### config.mk
export PLATFORM = sky130hd
export DESIGN_NAME = axis_rr_arbiter
export DESIGN_NICKNAME = d
export VERILOG_FILES = /design/src/rtl/axis_rr_arbiter.sv
export SDC_FILE = /design/constraint.sdc
export NUM_CORES = 1
export LEC_CHECK = 0
export BUFFER_PORTS_ARGS = -buffer_cell sky130_fd_sc_hd__buf_2
export CAP_MARGIN = 20
export CORE_MARGIN = 5
export CORE_UTILIZATION = 40
export DETAILED_ROUTE_END_ITERATION = 12
export GPL_ROUTABILITY_DRIVEN = 0
export PLACE_DENSITY = 0.77
export SLEW_MARGIN = 20
export SYNTH_ARGS = -nofsm -noshare
export SYNTH_HDL_FRONTEND = slang
export SYNTH_SLANG_ARGS = --single-unit
### constraint.sdc
create_clock -name clk -period 4 [get_ports clk]
set_input_delay 0.2 -clock clk [delete_from_list [all_inputs] [get_ports clk]]
set_output_delay 0.2 -clock clk [all_outputs]
set_load 0.01 [all_outputs]
### src/rtl/axis_rr_arbiter.sv
// axis_rr_arbiter: packet-level round-robin arbiter merging NUM_SLAVES
// AXI-Stream requesters onto one registered output stream.
//
// A requester is granted in IDLE and keeps the grant (LOCKED) until it
// transfers a beat with tlast; only then is the next requester chosen,
// searching upward from the one after the previous winner.
//
// Ports:
//   clk            - clock, rising edge
//   reset_n        - asynchronous active-low reset
//   s_axis_tvalid  - per-requester valid            [NUM_SLAVES]
//   s_axis_tdata   - requester i at [i*DATA_WIDTH +: DATA_WIDTH]
//   s_axis_tlast   - per-requester end of packet    [NUM_SLAVES]
//   s_axis_tready  - per-requester ready            [NUM_SLAVES]
//   m_axis_tvalid  - output valid (registered)
//   m_axis_tdata   - output data  (registered)
//   m_axis_tlast   - output end of packet (registered)
//   m_axis_tid     - index of the requester that sourced the output beat
//   m_axis_tready  - downstream ready
module axis_rr_arbiter #(
  parameter int NUM_SLAVES = 4,
  parameter int DATA_WIDTH = 32,
  parameter int ID_WIDTH   = $clog2(NUM_SLAVES)
) (
  input  logic                             clk,
  input  logic                             reset_n,
  input  logic [NUM_SLAVES-1:0]            s_axis_tvalid,
  input  logic [NUM_SLAVES*DATA_WIDTH-1:0] s_axis_tdata,
  input  logic [NUM_SLAVES-1:0]            s_axis_tlast,
  output logic [NUM_SLAVES-1:0]            s_axis_tready,
  output logic                             m_axis_tvalid,
  output logic [DATA_WIDTH-1:0]            m_axis_tdata,
  output logic                             m_axis_tlast,
  output logic [ID_WIDTH-1:0]              m_axis_tid,
  input  logic                             m_axis_tready
);

  typedef enum logic {
    IDLE   = 1'b0,
    LOCKED = 1'b1
  } state_t;

  state_t                state_q, state_d;
  logic [ID_WIDTH-1:0]   grant_q, grant_d;
  logic [ID_WIDTH-1:0]   last_grant_q, last_grant_d;

  logic [ID_WIDTH-1:0]   rr_pick;
  logic                  rr_found;
  logic                  sel_valid;
  logic                  sel_last;
  logic [DATA_WIDTH-1:0] sel_data;
  logic                  out_free;
  logic                  xfer;

  // Round-robin search: candidate k steps after last_grant, first hit wins.
  always_comb begin
    int unsigned idx;
    idx      = 0;
    rr_pick  = '0;
    rr_found = 1'b0;
    for (int unsigned k = 1; k <= NUM_SLAVES; k++) begin
      idx = (32'(last_grant_q) + k) % 32'(NUM_SLAVES);
      for (int unsigned j = 0; j < NUM_SLAVES; j++) begin
        if (!rr_found && (j == idx) && s_axis_tvalid[j]) begin
          rr_found = 1'b1;
          rr_pick  = ID_WIDTH'(j);
        end
      end
    end
  end

  // Granted requester's signals.
  always_comb begin
    sel_valid = 1'b0;
    sel_last  = 1'b0;
    sel_data  = '0;
    for (int unsigned i = 0; i < NUM_SLAVES; i++) begin
      if (grant_q == ID_WIDTH'(i)) begin
        sel_valid = s_axis_tvalid[i];
        sel_last  = s_axis_tlast[i];
        sel_data  = s_axis_tdata[i*DATA_WIDTH +: DATA_WIDTH];
      end
    end
  end

  // Output register can take a beat when empty or draining this cycle.
  assign out_free = !m_axis_tvalid || m_axis_tready;
  assign xfer     = (state_q == LOCKED) && out_free && sel_valid;

  always_comb begin
    s_axis_tready = '0;
    if (state_q == LOCKED && out_free) begin
      for (int unsigned i = 0; i < NUM_SLAVES; i++) begin
        if (grant_q == ID_WIDTH'(i)) s_axis_tready[i] = 1'b1;
      end
    end
  end

  always_comb begin
    state_d      = state_q;
    grant_d      = grant_q;
    last_grant_d = last_grant_q;
    case (state_q)
      IDLE: begin
        if (rr_found) begin
          state_d = LOCKED;
          grant_d = rr_pick;
        end
      end
      LOCKED: begin
        if (xfer && sel_last) begin
          state_d      = IDLE;
          last_grant_d = grant_q;
        end
      end
      default: state_d = IDLE;
    endcase
  end

  always_ff @(posedge clk or negedge reset_n) begin
    if (!reset_n) begin
      state_q      <= IDLE;
      grant_q      <= '0;
      last_grant_q <= ID_WIDTH'(NUM_SLAVES - 1);
    end else begin
      state_q      <= state_d;
      grant_q      <= grant_d;
      last_grant_q <= last_grant_d;
    end
  end

  always_ff @(posedge clk or negedge reset_n) begin
    if (!reset_n) begin
      m_axis_tvalid <= 1'b0;
      m_axis_tdata  <= '0;
      m_axis_tlast  <= 1'b0;
      m_axis_tid    <= '0;
    end else if (xfer) begin
      m_axis_tvalid <= 1'b1;
      m_axis_tdata  <= sel_data;
      m_axis_tlast  <= sel_last;
      m_axis_tid    <= grant_q;
    end else if (m_axis_tready) begin
      m_axis_tvalid <= 1'b0;
    end
  end

endmodule

==> reports/metrics.yaml, run 1 <==
fin_nets: 483
chipWidth_um: 92.3
total_power_w: 0.00285
cts_setup_buffers: 0
slew_headroom_pct: 39.9
cp-start-kind: "flip-flop"
grt-ovfl-total: 0
hold_class: "input port to async pin"
p_leak_nw: 1.88
crit_arrival_ps: 2750
cp.required_ps: 4160
cts_max_level: 2
synthesis.area_um2: 2710
path_clk_slew_ps: 80
place.detailed.hpwl_mm: 6.04
synth_fp_nets: 307
synth.avg_cell_area_um2: 16.1
finalCritPeriodShare_pct: 64.7
remaining_drc_errors: 0
insertion_delay_ps: 280
core_area_um2: 6680
cts_hold_buf: 0
drive_gt1_share_pct: 71.9
dpl.cell_count: 417
grt_pass1_wl_mm: 12.3
ys_warn_count: 0
ys_seq_area_share_pct: 38.0
r2r-start: "grant_q[1]"
crit_type: "flip-flop to flip-flop"
rr_endpoint: "m_axis_tdata[20]"
setup_viol: 0
fin_worst_skew_ps: 7.55
status: "complete, no violations"
cts.sinks: 41
layout_setup_ws_ps: 1410
rsz0062_at_grt: "false"
design_area_um2: 3740
numCtsBuffers: 5
die_h_um: 92.3
reg2reg_slack_ps: 1410
synthCells: 168
syn2layout_area_growth_pct: 38.0
ant_nets: 0
grt_pass1_vias: 2557
post-place-ws_ps: 1420
reg2reg_depth: 5
ios: 179
antenna_found_initial: 0
vias: 2270
num_rows: 30
ys_types: 33
clock_path_buffers: 2
final-hold-violation-count: 0
antenna_cells: 0
cts_tree: "yes"
final_cell_mix: "buf_2 (178), dfrtp_1 (38), mux2_4 (29), mux4_2 (19), mux4_1 (14)"
initial_core_util_pct: 40.5
fin_crit_ps: 2590
wl_per_cell_um: 17.6
dpl_cell_area_um2: 3620
setup.worst_path.start: "grant_q[1]"
drt-initial-drc-count: 54
grt_max_degree: 42
slew_violations: 0
die_area_um2: 8510
clockRootBuffer: "clkbuf_8"
synth-async-reset-ratio_pct: 100
end_kind: "flip-flop"
layout_commonest_cell: "buf_2"
dr.pass1.iters: 4
cts_resized: 0
synth_seq_cells: 41
instances_no_fill: 425
crit_fanout: 20
worstMarginPinSlew_ps: 902
synth-edff-count: 0
wirelength_mm: 7.49
setup_tns_ps: 0
vias_per_cell: 5.34
fmax_ghz: 0.387
irDropWorstVdd_v: 0.000345
io_buffers: 178
powerDensity_nw_per_um2: 763
synth_top_flop_cell: "dfrtp_1"
grtUsageTotal_pct: 18.3
max-cap-violations: 0
-- routing by layer --
metal / up-vias / wire [µm] / GRT usage, %
met5: - / 0 / 0
li1: 1034 / - / -
met1: 1122 / 2840 / 20.8
met3: 8 / 523 / 5.33
met4: 0 / 132 / 5.69
met2: 106 / 4000 / 32.9
-- critical path, stage by stage, from the launching register on --
cell and delay (ps):
dfrtp_1 790, or3_1 240, o21ai_2 100, o21ai_4 530
buf_4 450, mux2_4 340
-- Yosys cell counts, types with 3 or more instances --
cell	count	area, µm²
buf_6	5	56.3
dfrtp_1	39	976
inv_1	4	15.0
mux2_2	6	67.6
mux2_4	29	435
mux4_1	14	368
mux4_2	19	428
nand2_1	5	18.8
nor2_1	7	26.3
nor2b_1	5	31.3
o211ai_1	3	22.5
o21ai_0	3	15.0
-- how the worst max path moves through the flow --
stage,cells after the start,slack [ps],end
6_report,5,1410,m_axis_tdata[20]
5_1_grt,5,1250,m_axis_tdata[20]
4_1_cts,5,1380,m_axis_tdata[20]
3_5_place_dp,5,1420,m_axis_tdata[20]
3_3_place_gp,5,1520,m_axis_tdata[19]
2_1_floorplan,4,2280,m_axis_tdata[0]
-- report_power, final --
part / leakage, nW / internal [W] / switching [W]
clock: 0.0585 / 0.000204 / 0.000138
sequential: 0.474 / 0.000648 / 0.000189
combinational: 1.35 / 0.000992 / 0.000682
total: 1.88 / 0.00184 / 0.00101
-- per-stage QoR --
stage	hold WS [ps]	util, %
2_1_floorplan	-95.6	-
3_3_place_gp	366	54.2
3_5_place_dp	385	54.2
4_1_cts	69.3	55.9
5_1_grt	110	55.9
6_report	40.6	55.9
-- area by class of cell --
class	count	area, µm²
fillers	592	2940
inverters	4	15.0
multi-input cells	111	1560
repair buffers	181	913
well taps	80	100
clock buffers	7	86.3
flip-flops and latches	41	1030
clock inverters	1	30.0
-- logic make-up after synthesis --
group           Yosys count  synth area share (%)
compound gates           17                  4.90
simple gates             25                  4.48
mux                      69                  48.3
flops                    41                  38.0
buf+inv                  16                  4.30
-- sequential cells by signal, indices dropped and copies added (netlist names) --
signal         cells
m_axis_tvalid      1
state_q            1
last_grant_q       2
grant_q            2
m_axis_tdata      32
m_axis_tid         2
m_axis_tlast       1
Power figures use the tool's default switching activity.
==> inputs of run 2 (changes only) <==
==> constraint.sdc (replaced) <==
create_clock -name clk -period 2.7 [get_ports clk]
set_input_delay 0.135 -clock clk [delete_from_list [all_inputs] [get_ports clk]]
set_output_delay 0.135 -clock clk [all_outputs]
set_load 0.01 [all_outputs]
==> reports/metrics.yaml, run 2 (synthesis results as in run 1) <==
setup_viol: 0  # unchanged
antenna_found_initial: 0  # unchanged
cts_tree: "yes"
regMostFlops: "m_axis_tdata"
finalCritPeriodShare_pct: 79.6  # +15 points
clock_path_buffers: 2  # unchanged
fin_worst_skew_ps: 6.90  # -0.648 ps
grt_max_degree: 42  # unchanged
chipWidth_um: 92.3  # unchanged
instances_no_fill: 427  # +0.47%
numCtsBuffers: 5  # unchanged
dpl_cell_area_um2: 3650  # +0.76%
core_area_um2: 6680  # unchanged
grt-ovfl-total: 0  # unchanged
cts.sinks: 41  # unchanged
vias_per_cell: 5.25  # -1.7%
setup_tns_ps: 0  # unchanged
die_area_um2: 8510  # unchanged
fmax_ghz: 0.465  # +20%
cp.required_ps: 2870  # -1290 ps
drive_gt1_share_pct: 72.0  # +0.16 points
clockRootBuffer: "clkbuf_8"
dpl.cell_count: 419  # +0.48%
p_leak_nw: 1.89  # +0.54%
irDropWorstVdd_v: 0.000510  # +48%
violations: "hold timing"
final-hold-violation-count: 38  # +38
largest_reg_flops: 32  # unchanged
total_power_w: 0.00424  # +49%
ios: 179  # unchanged
grt_pass1_wl_mm: 12.1  # -1.0%
drt-initial-drc-count: 46  # -15%
num_rows: 30  # unchanged
crit_arrival_ps: 2320  # -430 ps
syn2layout_area_growth_pct: 38.7
cts_resized: 0  # unchanged
remaining_drc_errors: 0  # unchanged
crit_slowest_cell: "dfrtp_1"
wl_per_cell_um: 17.4  # -1.1%
grt_pass1_vias: 2501  # -2.2%
fin_util_pct: 56.2  # +0.28 points
crit_type: "flip-flop to flip-flop"
status: "finished, violations left"
fin_nets: 485  # +0.41%
powerDensity_nw_per_um2: 1130  # +48%
slew_headroom_pct: 39.1  # -0.78 points
vias: 2243  # -1.2%
cts_hold_buf: 0  # unchanged
grtUsageTotal_pct: 18.1  # -0.18 points
worstMarginPinSlew_ps: 913  # +11.7 ps
crit_fanout: 25  # +25%
cp-start-kind: "flip-flop"
insertion_delay_ps: 290  # about the same
cts_max_level: 2  # unchanged
dr.pass1.iters: 4  # unchanged
fin_crit_ps: 2150  # -436 ps
end_kind: "flip-flop"
die_h_um: 92.3  # unchanged
antenna_cells: 0  # unchanged
io_buffers: 178  # unchanged
final_cell_mix: "buf_2 (178), dfrtp_1 (38), mux2_4 (29), mux4_2 (19), mux4_1 (14)"
path_clk_slew_ps: 80  # about the same
place.detailed.hpwl_mm: 6.07  # +0.45%
max-cap-violations: 0  # unchanged
rsz0062_at_grt: "false"
wirelength_mm: 7.44  # -0.65%
worst_hold_slack_ps: -22.3  # -62.9 ps
ant_nets: 0  # unchanged
critPathMaxStageDelay_ps: 380  # -410 ps
design_area_um2: 3760  # +0.50%
layout_commonest_cell: "buf_2"
cts_setup_buffers: 0  # unchanged
worstPathCellList: "buf_4 > and3_1 > nand3_1 > o21ai_4 > buf_12 > mux2_4"
slew_violations: 0  # unchanged
hold_class: "input port to async pin"
initial_core_util_pct: 40.5  # unchanged
run 2: per-stage QoR:
step / setup slack, ps / hold WS [ps]
2_1_floorplan: 984 / -161
3_3_place_gp: 603 / 300
3_5_place_dp: 532 / 329
4_1_cts: 513 / 9.51
5_1_grt: 431 / 75.8
6_report: 550 / -22.3
run 2: layer usage:
metal,wire length [µm],GRT usage (%),vias to the layer above
li1,-,-,1034
met2,4070,33.7,108
met4,74,3.84,0
met1,2720,20.5,1095
met3,571,5.17,6
met5,0,0,-
run 2: critical path, delay by kind of cell, from the launching register on:
family,cells,cell delay [ps]
buffers and inverters,2,600
AOI/OAI and AO/OA,1,330
muxes,1,320
and+or+nand+nor,2,390
DFF,1,380
run 2: worst paths after layout:
kind | start | slack [ps] | depth (start not counted) | end
max | grant_q[1] | 550 | 6 | m_axis_tdata[20]
min reg2reg | m_axis_tid[1] | 510 | 1 | m_axis_tid[1]
min in group clk | s_axis_tvalid[3] | 210 | 3 | grant_q[1]
min | reset_n | -20 | 1 | m_axis_tdata[6]
max reg2reg | grant_q[1] | 550 | 6 | m_axis_tdata[20]
max in group asynchronous | reset_n | 2100 | 1 | grant_q[0]
run 2: area by class of cell:
type / instances / area, µm²
fill: 569 / 2930
multi-input combinational: 111 / 1560
sequential: 41 / 1030
timing repair buffer: 183 / 941
tap: 80 / 100
clock buffer: 6 / 72.6
clock inverter: 2 / 35.0
inverter: 4 / 15.0
run 2: report_power, final:
group	leakage, nW	switching [W]	internal (W)
Sequential	0.474	0.000198	0.000962
Clock	0.0552	0.000207	0.000274
Combinational	1.36	0.00109	0.00151
Total	1.89	0.00149	0.00275
